[config.mk]
export PLATFORM = sky130hd
export DESIGN_NAME = sample_feeder
export DESIGN_NICKNAME = d
export VERILOG_FILES = /design/src/rtl/sample_feeder_pkg.sv /design/src/rtl/sample_feeder_fifo.sv /design/src/rtl/sample_feeder.sv
export SDC_FILE = /design/constraint.sdc
export NUM_CORES = 1
export LEC_CHECK = 0
export CAP_MARGIN = 5
export CORE_ASPECT_RATIO = 0.6
export CORE_UTILIZATION = 40
export CTS_CLUSTER_SIZE = 30
export DETAILED_ROUTE_END_ITERATION = 12
export GPL_TIMING_DRIVEN = 0
export HOLD_SLACK_MARGIN = 0.02
export PLACE_DENSITY_LB_ADDON = 0.2
export SLEW_MARGIN = 5
export SYNTH_ARGS = -nofsm -noshare
export SYNTH_HDL_FRONTEND = slang
export SYNTH_SLANG_ARGS = --single-unit
[constraint.sdc]
create_clock -name clk -period 5.8 [get_ports clk]
set_input_delay 1.16 -clock clk [delete_from_list [all_inputs] [get_ports clk]]
set_output_delay 1.16 -clock clk [all_outputs]
set_load 0.01 [all_outputs]
[src/rtl/sample_feeder_pkg.sv]
// Shared types and constants for the sample_feeder stimulus sequencer.
package sample_feeder_pkg;

  localparam int unsigned WORD_W = 16;

  typedef enum logic [1:0] {
    IDLE,
    HOLD,
    DONE
  } feeder_state_t;

endpackage

[src/rtl/sample_feeder_fifo.sv]
// Word FIFO for sample_feeder: a push is refused while full, even when a pop
// happens in the same cycle, and the read head comes straight from storage registers.
module sample_feeder_fifo #(
  parameter int unsigned DEPTH  = 8,
  parameter int unsigned WORD_W = 16
) (
  input  logic                    clk,
  input  logic                    rst,
  input  logic                    push,
  input  logic [WORD_W-1:0]       wdata,
  input  logic                    pop,
  output logic                    full,
  output logic                    empty,
  output logic [WORD_W-1:0]       head,
  output logic [$clog2(DEPTH):0]  count
);

  localparam int unsigned AW = $clog2(DEPTH);
  localparam logic [AW:0] FULL_CNT = DEPTH[AW:0];

  logic [WORD_W-1:0] mem_q [DEPTH];
  logic [AW-1:0]     wr_ptr_q, rd_ptr_q;
  logic [AW:0]       count_q, count_d;
  logic              do_push, do_pop;

  assign full    = (count_q == FULL_CNT);
  assign empty   = (count_q == '0);
  assign do_push = push && !full;
  assign do_pop  = pop && !empty;
  assign head    = mem_q[rd_ptr_q];
  assign count   = count_q;

  always_comb begin
    count_d = count_q;
    unique case ({do_push, do_pop})
      2'b10:   count_d = count_q + 1'b1;
      2'b01:   count_d = count_q - 1'b1;
      default: count_d = count_q;
    endcase
  end

  always_ff @(posedge clk) begin
    if (do_push) mem_q[wr_ptr_q] <= wdata;
  end

  // Pointers wrap naturally because DEPTH is a power of two.
  always_ff @(posedge clk or negedge rst) begin
    if (!rst) begin
      wr_ptr_q <= '0;
      rd_ptr_q <= '0;
      count_q  <= '0;
    end else begin
      if (do_push) wr_ptr_q <= wr_ptr_q + 1'b1;
      if (do_pop)  rd_ptr_q <= rd_ptr_q + 1'b1;
      count_q <= count_d;
    end
  end

endmodule

[src/rtl/sample_feeder.sv]
// Replays queued host words onto in_bus for hold+1 cycles each.
// Optional running sum output enabled by defining SAMPLE_FEEDER_SUM_EN.
module sample_feeder
  import sample_feeder_pkg::*;
#(
  parameter int unsigned DEPTH  = 8,
  parameter int unsigned HOLD_W = 8
) (
  input  logic                   clk,
  input  logic                   rst,
  input  logic                   wr_valid,
  output logic                   wr_ready,
  input  logic [WORD_W-1:0]      wr_data,
  input  logic [HOLD_W-1:0]      hold,
  input  logic                   start,
  output logic                   busy,
  output logic                   drained,
  output logic [$clog2(DEPTH):0] count,
  output logic [WORD_W-1:0]      in_bus,
  output logic                   in_single
`ifdef SAMPLE_FEEDER_SUM_EN
  ,
  output logic [WORD_W-1:0]      sum
`endif
);

  feeder_state_t     state_q, state_d;
  logic [HOLD_W-1:0] hold_q, hold_d;
  logic [WORD_W-1:0] in_bus_q, head;
  logic              busy_q, drained_q, in_single_q;
  logic              pop, full, empty;

  sample_feeder_fifo #(
    .DEPTH (DEPTH),
    .WORD_W(WORD_W)
  ) u_fifo (
    .clk  (clk),
    .rst  (rst),
    .push (wr_valid),
    .wdata(wr_data),
    .pop  (pop),
    .full (full),
    .empty(empty),
    .head (head),
    .count(count)
  );

  always_comb begin
    state_d = state_q;
    hold_d  = hold_q;
    pop     = 1'b0;
    unique case (state_q)
      IDLE: begin
        if (start && !empty) begin
          pop     = 1'b1;
          state_d = HOLD;
        end
      end
      HOLD: begin
        if (hold_q != '0)  hold_d  = hold_q - 1'b1;
        else if (!empty)   pop     = 1'b1;
        else               state_d = DONE;
      end
      DONE:    state_d = IDLE;
      default: state_d = IDLE;
    endcase
    if (pop) hold_d = hold;
  end

  // Status flags are registered from the next state so they align with it.
  always_ff @(posedge clk or negedge rst) begin
    if (!rst) begin
      state_q     <= IDLE;
      hold_q      <= '0;
      in_bus_q    <= '0;
      in_single_q <= 1'b0;
      busy_q      <= 1'b0;
      drained_q   <= 1'b0;
    end else begin
      state_q     <= state_d;
      hold_q      <= hold_d;
      in_single_q <= pop;
      busy_q      <= (state_d != IDLE);
      drained_q   <= (state_d == DONE);
      if (pop) in_bus_q <= head;
    end
  end

`ifdef SAMPLE_FEEDER_SUM_EN
  logic [WORD_W-1:0] sum_q;

  always_ff @(posedge clk or negedge rst) begin
    if (!rst)     sum_q <= '0;
    else if (pop) sum_q <= sum_q + head;
  end

  assign sum = sum_q;
`endif

  assign wr_ready  = !full;
  assign busy      = busy_q;
  assign drained   = drained_q;
  assign in_bus    = in_bus_q;
  assign in_single = in_single_q;

endmodule

==> impl_metrics.env <==
export IMPL_grt_overflow=0
export IMPL_start_kind="input pin"
export IMPL_grt_max_degree=25
export IMPL_post_synth_cell_area_avg_um2=17.67
export IMPL_dp_hpwl_mm=9.385
export IMPL_grt_usage_pct=17.25
export IMPL_vdd_drop_max_mv=0.1997
export IMPL_io_pin_count=52
export IMPL_area_growth_pct=23.11
export IMPL_die_h_um=102.4
export IMPL_grt_use_met3_pct=3.524
export IMPL_globalRouteMet2Util_pct=26.31
export IMPL_routed_wl_mm=13.68
export IMPL_cts_resized_gates=0
export IMPL_min_to="in_bus[6]"
export IMPL_final_max_slew_viol_count=0
export IMPL_drv_cap=0
export IMPL_cp_arrival_ps=3710
export IMPL_nets=498
export IMPL_antenna_found_initial=0
export IMPL_wl_per_cell_um=19.42
export IMPL_synth_top_area_share_pct=57.25
export IMPL_yosys_warnings=0
export IMPL_dieWidth_um=169.3
export IMPL_worstRegToRegCells=13
export IMPL_rrSetupSlack_ps=2780
export IMPL_gr_usage_met1_pct=25.06
export IMPL_timing_rr_start="hold_q[0]"
export IMPL_synth_edf_count=128
export IMPL_status="completed"
export IMPL_synth_area_leaders="edfxtp_1 (57%), dfrtp_1 (15%), mux4_2 (11%)"
export IMPL_io_buffers=51
export IMPL_worst_slew_pin_slew_ps=947.3
export IMPL_ys_async_sr_fraction_pct=23.35
export IMPL_yosysTopAreaCell="edfxtp_1"
export IMPL_post_cts_buffers=0
export IMPL_crit_type="in2reg"
export IMPL_ys_seq_elements=167
export IMPL_busiest_layer="met2"
export IMPL_pre_cts_slack_ps=1938
export IMPL_fin_worst_skew_ps=12.73
export IMPL_ys_types=48
export IMPL_required_ps=6090
export IMPL_powerDensity_nw_per_um2=464.4
export IMPL_cts_max_level=4
export IMPL_coreArea_um2=16310
export IMPL_routabilityCongestion=0.7582
export IMPL_root_buffer="clkbuf_16"
export IMPL_synthTopCellsByCount="edfxtp_1 (128), dfrtp_1 (39), mux4_2 (32), nand2_1 (26), mux2i_1 (20)"
export IMPL_slew_headroom_pct=36.85
export IMPL_cts_hold_buf=0
export IMPL_synthesis_nets=415
export IMPL_hp_start="in_bus[6]"
export IMPL_grt_pass1_wl_mm=21.31
export IMPL_initial_core_util_pct=41.18
export IMPL_ys_flop_type="edfxtp_1"
export IMPL_seqCellArea_um2=4820
export IMPL_min_period_ps=3423
export IMPL_vias=3588
export IMPL_drt_first_iter_violations=228
export IMPL_grt_pass1_vias=3582
export IMPL_hold_path_class="reg2reg"
export IMPL_tns_ps=0
export IMPL_rsz0062_at_grt="false"
export IMPL_cts_max_path_buffers=2
export IMPL_finalWorstSetupSlack_ps=2377
export IMPL_vias_per_cell=5.097
export IMPL_clk_pin_slew_ps=70
export IMPL_diodes=0
export IMPL_dieArea_um2=17320
export IMPL_first_pass_iters=4
export IMPL_rows=36
export IMPL_clock_fmax_ghz=0.2922
export IMPL_holdPathStages=2
export IMPL_yosys_cell_count_top_type="edfxtp_1"
export IMPL_drtAntennaViolNets=0
export IMPL_hold_viol=0
export IMPL_cts_tree="built"
export IMPL_critPathMaxFanout=10
export IMPL_n_fill_cell=1357
export IMPL_leakage_nw=2.901
export IMPL_startpoint="start"
export IMPL_syn_cell_area_um2=6714
export IMPL_multi_input_area_um2=1803
export IMPL_seq_area_frac_synth_pct=71.79
export IMPL_clock_sinks=167
export IMPL_drive_gt1_share_pct=21.64
export IMPL_cts_buffers=17
export IMPL_worst_r2r_endpoint="u_fifo.count[2]"
export IMPL_clk_latency_ps=420
export IMPL_setup_viol=0
export IMPL_endpoint_kind="register"
export IMPL_drcViolationCount=0
export IMPL_fin_crit_sh_pct=59.02
export IMPL_synthCells=380
[cells in the final DEF, fill, tap and decap left out, types with 2 or more instances in the layout]
cell type	count
nand3_1	4
nor3_1	4
buf_6	6
inv_1	9
nand2_1	26
xnor2_1	5
ha_1	7
nand2b_1	3
and2_1	2
clkdlybuf4s50_1	50
a21oi_1	5
dfrtp_1	39
mux2i_1	20
clkbuf_16	17
o22ai_2	2
clkinv_8	2
a21oi_2	3
inv_6	4
mux2_2	2
xor2_1	4
nor3_2	4
buf_4	5
nor2_1	10
o21ai_0	19
edfxtp_1	128
o22a_1	2
or3_1	3
clkinv_4	3
mux4_2	32
nor2_2	3
clkbuf_1	11
nor4_1	3
inv_8	5
buf_8	3
buf_2	5
[kinds of logic after synthesis]
group	count (synthesis)	share of synthesized area [%]
muxes	54	14.05
DFF	167	71.79
buffers and inverters	28	1.863
AOI/OAI and AO/OA	43	4.510
and+or+nand+nor	72	5.311
adders and majority gates	7	1.304
xor gates and xnor gates	9	1.174
[worst max path at each step]
stage	slack, ps	depth (start not counted)	endpoint
5_1_grt	2170	11	u_fifo.count[2]
3_5_place_dp	1940	11	u_fifo.count[2]
3_3_place_gp	260	3	u_fifo.mem_q[0][14]
6_report	2380	11	u_fifo.count[2]
4_1_cts	2370	11	u_fifo.count[2]
2_1_floorplan	2460	2	u_fifo.mem_q[0][0]
[power breakdown]
group	switching, mW	leakage [nW]	internal (mW)
Clock	0.516	0.286	0.576
Sequential	0.127	1.64	1.54
Combinational	0.538	0.977	0.540
[per-stage QoR]
step           area (um2)  utilization, %  cells  power [mW]  hold WS, ps
2_1_floorplan        6714               -    380       2.353        489.2
3_3_place_gp         7510           46.06    659       2.714        461.5
3_5_place_dp         7686           47.14    672       2.790        474.0
4_1_cts              8265           50.69    704       3.886        490.9
5_1_grt              8265           50.69    704       4.044        511.7
6_report             8265           50.69    704       3.838        479.6
[metal layers]
metal,up-vias,part of all wire (%)
li1,1656,-
met1,1850,48
met2,76,46
met3,6,5.5
met4,0,0.38
met5,-,0
[state kept, by name (all words and copies together), names as in the netlist]
name,cells
drained,1
u_fifo.count,4
hold_q,8
in_bus,16
u_fifo.mem_q,128
u_fifo.wr_ptr_q,3
u_fifo.rd_ptr_q,3
in_single,1
busy,1
state_q,2
[critical path, stage by stage]
cell,delay [ps]
clkdlybuf4s50_1,430
nor2b_1,180
o21ai_2,530
inv_2,220
ha_1,340
xor2_1,170
ha_1,190
a21oi_1,140
xor2_1,160
nor2_1,60
xor2_1,140
[layout make-up]
type | count | area share [%]
Multi-Input combinational cell | 185 | 21.81
Clock inverter | 15 | 1.862
Timing Repair Buffer | 64 | 7.902
Inverter | 10 | 0.4541
Clock buffer | 17 | 5.147
Buffer | 18 | 1.060
Tap cell | 228 | 3.451
Sequential cell | 167 | 58.31
Note: power is estimated with default switching activity, not from simulation.
